<file path="config.mk">
export PLATFORM = sky130hd
export DESIGN_NAME = rh_latch_ctrl
export DESIGN_NICKNAME = d
export VERILOG_FILES = /design/src/rtl/rh_latch_ctrl.sv
export SDC_FILE = /design/constraint.sdc
export NUM_CORES = 1
export LEC_CHECK = 0
export CAP_MARGIN = 25
export CORE_AREA = 2 2 47 49
export CTS_CLUSTER_SIZE = 8
export DETAILED_ROUTE_END_ITERATION = 10
export DIE_AREA = 0 0 49 51
export PLACE_DENSITY = 0.77
export SYNTH_ARGS = -nofsm -noshare
export SYNTH_HDL_FRONTEND = slang
export SYNTH_SLANG_ARGS = --single-unit
</file>
<file path="constraint.sdc">
create_clock -name clk -period 4.2 [get_ports clk]
set_input_delay 0.42 -clock clk [delete_from_list [all_inputs] [get_ports clk]]
set_output_delay 0.42 -clock clk [all_outputs]
set_load 0.05 [all_outputs]
</file>
<file path="src/rtl/rh_latch_ctrl.sv">
// Arbitrated pulse controller for a cross-coupled SR latch with active-low R/H inputs.
// Two requesters share the latch; each operation is pulse, settle, then read-back check.
module rh_latch_ctrl #(
   parameter int unsigned PW = 2,
   parameter int unsigned ST = 2
) (
   input  logic clk,
   input  logic rst,
   input  logic a_req_i,
   input  logic a_op_i,
   output logic a_ack_o,
   output logic a_err_o,
   input  logic b_req_i,
   input  logic b_op_i,
   output logic b_ack_o,
   output logic b_err_o,
   output logic lr_o,
   output logic lh_o,
   input  logic lp_i,
   input  logic lq_i,
   output logic busy_o
);

   localparam logic [7:0] PwEff = (PW == 0) ? 8'd1 : 8'(PW);
   localparam logic [7:0] StEff = (ST == 0) ? 8'd1 : 8'(ST);

   typedef enum logic [1:0] {
      StIdle   = 2'b00,
      StPulse  = 2'b01,
      StSettle = 2'b10,
      StCheck  = 2'b11
   } state_e;

   state_e     state_q, state_d;
   logic [7:0] cnt_q, cnt_d;
   logic       gnt_q, gnt_d;   // 0 = A, 1 = B
   logic       op_q, op_d;
   logic       last_q, last_d; // last served requester, same encoding as gnt
   logic       lr_q, lr_d;
   logic       lh_q, lh_d;
   logic       mism;

   always_ff @(posedge clk or posedge rst) begin
      if (rst) begin
         state_q <= StIdle;
         cnt_q   <= 8'd0;
         gnt_q   <= 1'b0;
         op_q    <= 1'b0;
         last_q  <= 1'b1;
         lr_q    <= 1'b1;
         lh_q    <= 1'b1;
      end else begin
         state_q <= state_d;
         cnt_q   <= cnt_d;
         gnt_q   <= gnt_d;
         op_q    <= op_d;
         last_q  <= last_d;
         lr_q    <= lr_d;
         lh_q    <= lh_d;
      end
   end

   always_comb begin
      state_d = state_q;
      cnt_d   = cnt_q;
      gnt_d   = gnt_q;
      op_d    = op_q;
      last_d  = last_q;
      case (state_q)
         StIdle: begin
            if (a_req_i || b_req_i) begin
               if (a_req_i && b_req_i) begin
                  gnt_d = ~last_q;
               end else begin
                  gnt_d = b_req_i;
               end
               op_d    = gnt_d ? b_op_i : a_op_i;
               last_d  = gnt_d;
               state_d = StPulse;
               cnt_d   = 8'd1;
            end
         end
         StPulse: begin
            if (cnt_q >= PwEff) begin
               state_d = StSettle;
               cnt_d   = 8'd1;
            end else begin
               cnt_d = cnt_q + 8'd1;
            end
         end
         StSettle: begin
            if (cnt_q >= StEff) begin
               state_d = StCheck;
               cnt_d   = 8'd0;
            end else begin
               cnt_d = cnt_q + 8'd1;
            end
         end
         StCheck: begin
            state_d = StIdle;
            cnt_d   = 8'd0;
         end
         default: begin
            state_d = StIdle;
            cnt_d   = 8'd0;
         end
      endcase
      // Line drive follows the next state so the flops are low exactly while in PULSE.
      lr_d = !((state_d == StPulse) && !op_d);
      lh_d = !((state_d == StPulse) && op_d);
   end

   assign mism    = (lp_i != op_q) || (lq_i != ~op_q);
   assign busy_o  = (state_q != StIdle);
   assign a_ack_o = (state_q == StCheck) && !gnt_q;
   assign b_ack_o = (state_q == StCheck) && gnt_q;
   assign a_err_o = a_ack_o && mism;
   assign b_err_o = b_ack_o && mism;
   assign lr_o    = lr_q;
   assign lh_o    = lh_q;

endmodule

</file>
# After elaboration in Yosys (flattened, before gate mapping)
# Cells that the tools add are included.
# word_totals
register_bits	15
inputBits	8
elab_cells	48
# op_classes
add_sub_neg	1
magnitude_cmp	1
eq_ne	7
muxes	14
n_bitwise	2
n_reduce_logical	16
# ops
operator	n
one-hot mux 8 bit (4 select lines)	1
2-to-1 mux 8 bit	3
adder 8 x 1 -> 8 bit (second input constant)	1
greater-or-equal comparator 8 x 2 -> 1 bit (second input constant)	1
one-hot mux 2 bit (4 select lines)	1
logical AND 1 bit	7
2-to-1 mux 1 bit	6
2-to-1 mux 2 bit	3
== test 2 x 1 -> 1 bit (second input constant)	2
== test 2 bit (second input constant)	2
logical NOT 1 bit	4
logical NOT 2 bit	1
logical OR 1 bit	2
inequality test 1 bit	2
inequality test 2 bit (second input constant)	1
NOT 1 bit	2
AND reduction 2 bit	1
nonzero test 2 bit	1

# Depth between registers and ports, before layout
# depth
depth_word	10
mapped_depth	5

# Worst setup path after synthesis
# Ideal clock, no wire load.
# synth_timing
path_type	register to output
start	register state_q[0]
end	output a_err_o
t_arrival_ns	1.672
slack_ns	2.108
stages_incl_launch_ff	4
n_path_buf	1
path_cell_list	dfrtp_1 -> buf_6 -> nand2_1 -> nor3_1
# synth_via
elab_chain_len	3
# synth_rtl
element	line	rtl
from (decl)	34	state_e state_q, state_d;
from (signal assigned)	45	state_q <= StIdle;
from (signal assigned)	53	state_q <= state_d;
== test 2 bit	115	assign a_ack_o = (state_q == StCheck) && !gnt_q;
logical AND 1 bit	115	
logical AND 1 bit	117	assign a_err_o = a_ack_o && mism;
to (decl)	12	output logic a_err_o,
# No other way between the ends.

# Worst setup path in the final report
# layout_timing
start	register state_q[1]
end	output busy_o
# layout_via
elab_chain_len	1
# layout_rtl
element	line	rtl
nonzero test 2 bit	114	assign busy_o = (state_q != StIdle);
to (decl)	21	output logic busy_o
# No other way between the ends.

==> flow_summary_export.csv <==
group,metric,value,unit
cells_and_area,multiInputGateArea,428,µm²
route,wl_per_cell,12.9,µm
worst_setup_path,crit_path_end_kind,"output pin",
cells_and_area,drive_gt1_frac,0.157,
global_route,antenna_found_initial,0,
floorplanning,fp.dieW,49,µm
clock_network,cts_buffer_depth,2,
synthesis,synth_area,848,µm²
clock_network,holdBufCountCts,0,
floorplanning,initial_core_util,0.411,
route,postRouteAntennaNets,0,
route,drt_iter0_markers,21,
cells_and_area,fin_nets,113,
power,power_density,692,nW/µm²
timing,fmax,399,MHz
worst_setup_path,critical_path.top_delay_family,"buffers and inverters",
worst_setup_path,cp-start-kind,"flop",
timing,slew_viol_final,0,
route,wirelength,1.68,mm
timing,min_period_over_period,0.596,
synthesis,synth_warnings,0,
global_route,grt_pass1_wl,2.89,mm
route,vias,717,
placement,dp_hpwl,1.26,mm
synthesis,async_flop_share,1.00,
clock_network,h-tree-depth,1,
synthesis,ys_ff_latch,15,
placement,dp_slack,1700,ps
worst_setup_path,crit_path_max_fanout,10,
worst_setup_path,cp_cell_sequence,"nor2_1, inv_1, clkdlybuf4s50_1",
synthesis,synth_cell_types,34,
cells_and_area,antenna_cells,0,
clock_network,cts_resized,0,
cells_and_area,final_util,0.500,
synthesis,syn-mean-instance-area,9.86,µm²
clock_network,cts_buffers,3,
floorplanning,ios,15,
floorplanning,core-area,2060,µm²
power,power_leakage,0.429,nW
worst_setup_path,max_stage_delay,830,ps
clock_network,cts_tree,"built",
power,ir_drop,0.302,mV
route,via_per_inst,5.52,
timing,rsz0062_at_grt,"no",
synthesis,yosys_most_used_dff,"dfrtp_1",
synthesis,synth_fp_nets,96,
timing,setup_slack,1690,ps
clock_network,cts_sinks,15,
worst_setup_path,ff2ff_path_depth,5,
timing,finalHoldViolations,0,
global_route,track_usage,0.151,
route,drc_errors,0,
timing,fin_crit,2510,ps
floorplanning,die-area,2500,µm²
worst_setup_path,cp.buffers_inverters,2,
worst_setup_path,worst-path-stages,3,
timing,finalSetupTns,0,ps
timing,max-slew-margin-rel,0.548,
cells_and_area,syn_to_final_growth,21.7,%
clock_network,path_clk_slew,100,ps
min_path,hp-class,"input pin to async pin",
global_route,grt_pass1_vias,661,
timing,fin_skew,8.07,ps
worst_setup_path,path_class,"flop to output pin",
synthesis,synth_edf_count,0,
global_route,grt-ovfl-total,0,
worst_setup_path,arrival,2090,ps
clock_network,cts-root-buf,"clkbuf_4",
synthesis,seq_area_frac_synth,0.447,
route,drt-pass1-iter-count,4,
cells_and_area,seqCellArea,379,µm²
outcome,outcome,"complete, no violations",
timing,worst_pin_slew,673,ps
clock_network,insertion_delay,300,ps
worst_setup_path,r2r_setup_slack,2510,ps
job,drv_cap,0,
timing,finalHoldWorstSlack,455,ps
timing,setup_violations,0,
floorplanning,rows,17,
worst_setup_path,required,3780,ps
placement,routabilityCongestion,0.811,
synthesis,synth_cells,86,
clock_network,cts_setup_buffers,0,
worst_setup_path,critPathSlowestCell,"clkdlybuf4s50_1",
floorplanning,dieHeight,51,µm
placement,io_buffers,14,
global_route,grt_max_degree,16,
cells_and_area,fill_cells,183,
[routing by layer]
metal | vias to the layer above | wire, µm | track usage
li1 | 352 | - | -
met1 | 346 | 774 | 0.184
met2 | 14 | 831 | 0.251
met3 | 5 | 28 | 0.0146
met4 | 0 | 48 | 0.110
met5 | - | 0 | 0
[final cells by class]
cell class,count,area share
clock buffers,3,0.0218
clock inverters,1,0.00485
flip-flops and latches,15,0.367
multi-input cells,63,0.415
repair buffers,14,0.136
inverters,6,0.0218
well taps,28,0.0339
[worst paths after layout]
kind                       startpoint        to
setup / recovery           state_q[1]    busy_o
hold / removal                    rst  cnt_q[6]
setup reg to reg             cnt_q[0]  cnt_q[2]
hold reg to reg              cnt_q[7]  cnt_q[7]
max in group asynchronous         rst      lr_o
min in group clk             cnt_q[7]  cnt_q[7]
[stage by stage]
step	cell area, µm²	instances	power, mW
finish	1030	130	0.714
global route	1030	130	0.763
CTS	1030	130	0.716
detailed placement	1000	126	0.629
global placement	1000	126	0.615
floorplan	848	86	0.543
[cells in the final DEF (no fill, tap or decap), types with 2 or more instances in the layout]
cell             Yosys  routed
a31oi_1              2       2
nor2_1               6       6
clkbuf_4             0       3
nor4_1               2       2
nand3_1              3       3
clkdlybuf4s50_1      0      14
mux2i_1              2       2
or4_4                3       3
ha_1                 2       2
dfrtp_1             12      12
a21oi_1              6       6
or3_1                3       3
o211ai_1             2       2
nand2_1              6       6
inv_1                6       6
nand2b_1             3       3
o21ai_0              6       6
o2bb2ai_1            2       2
dfstp_2              3       3
[synth_stat cells (2+ instances only)]
| cell type | instances | area share |
|---|---|---|
| a21oi_1 | 6 | 0.035 |
| a31oi_1 | 2 | 0.015 |
| dfrtp_1 | 12 | 0.35 |
| dfstp_2 | 3 | 0.093 |
| ha_1 | 2 | 0.029 |
| inv_1 | 6 | 0.027 |
| mux2i_1 | 2 | 0.024 |
| nand2_1 | 6 | 0.027 |
| nand2b_1 | 3 | 0.022 |
| nand3_1 | 3 | 0.018 |
| nor2_1 | 6 | 0.027 |
| nor4_1 | 2 | 0.015 |
| o211ai_1 | 2 | 0.018 |
| o21ai_0 | 6 | 0.035 |
| o2bb2ai_1 | 2 | 0.021 |
| or3_1 | 3 | 0.022 |
| or4_4 | 3 | 0.040 |
[logic make-up after synthesis]
group,count (synthesis),share of synthesized area
AND/OR/NAND/NOR,33,0.240
flip-flops,15,0.447
AO/OA/AOI/OAI,24,0.187
buffers and inverters,8,0.0487
adder cells (fa/ha/maj),2,0.0295
multiplexers,3,0.0369
XOR/XNOR,1,0.0103
[registers in the layout (all words and copies together) (netlist names)]
signal,cells
cnt_q,8
gnt_q,1
last_q,1
lh_o,1
lr_o,1
op_q,1
state_q,2
[power breakdown]
part           switching, mW  total [mW]  leakage, nW  internal, mW
sequential            0.0648       0.264        0.188         0.199
combinational          0.216       0.365        0.223         0.149
clock                 0.0500      0.0855       0.0177        0.0355
total                  0.331       0.714        0.429         0.384
No activity file was read; power rests on OpenSTA's default activity.
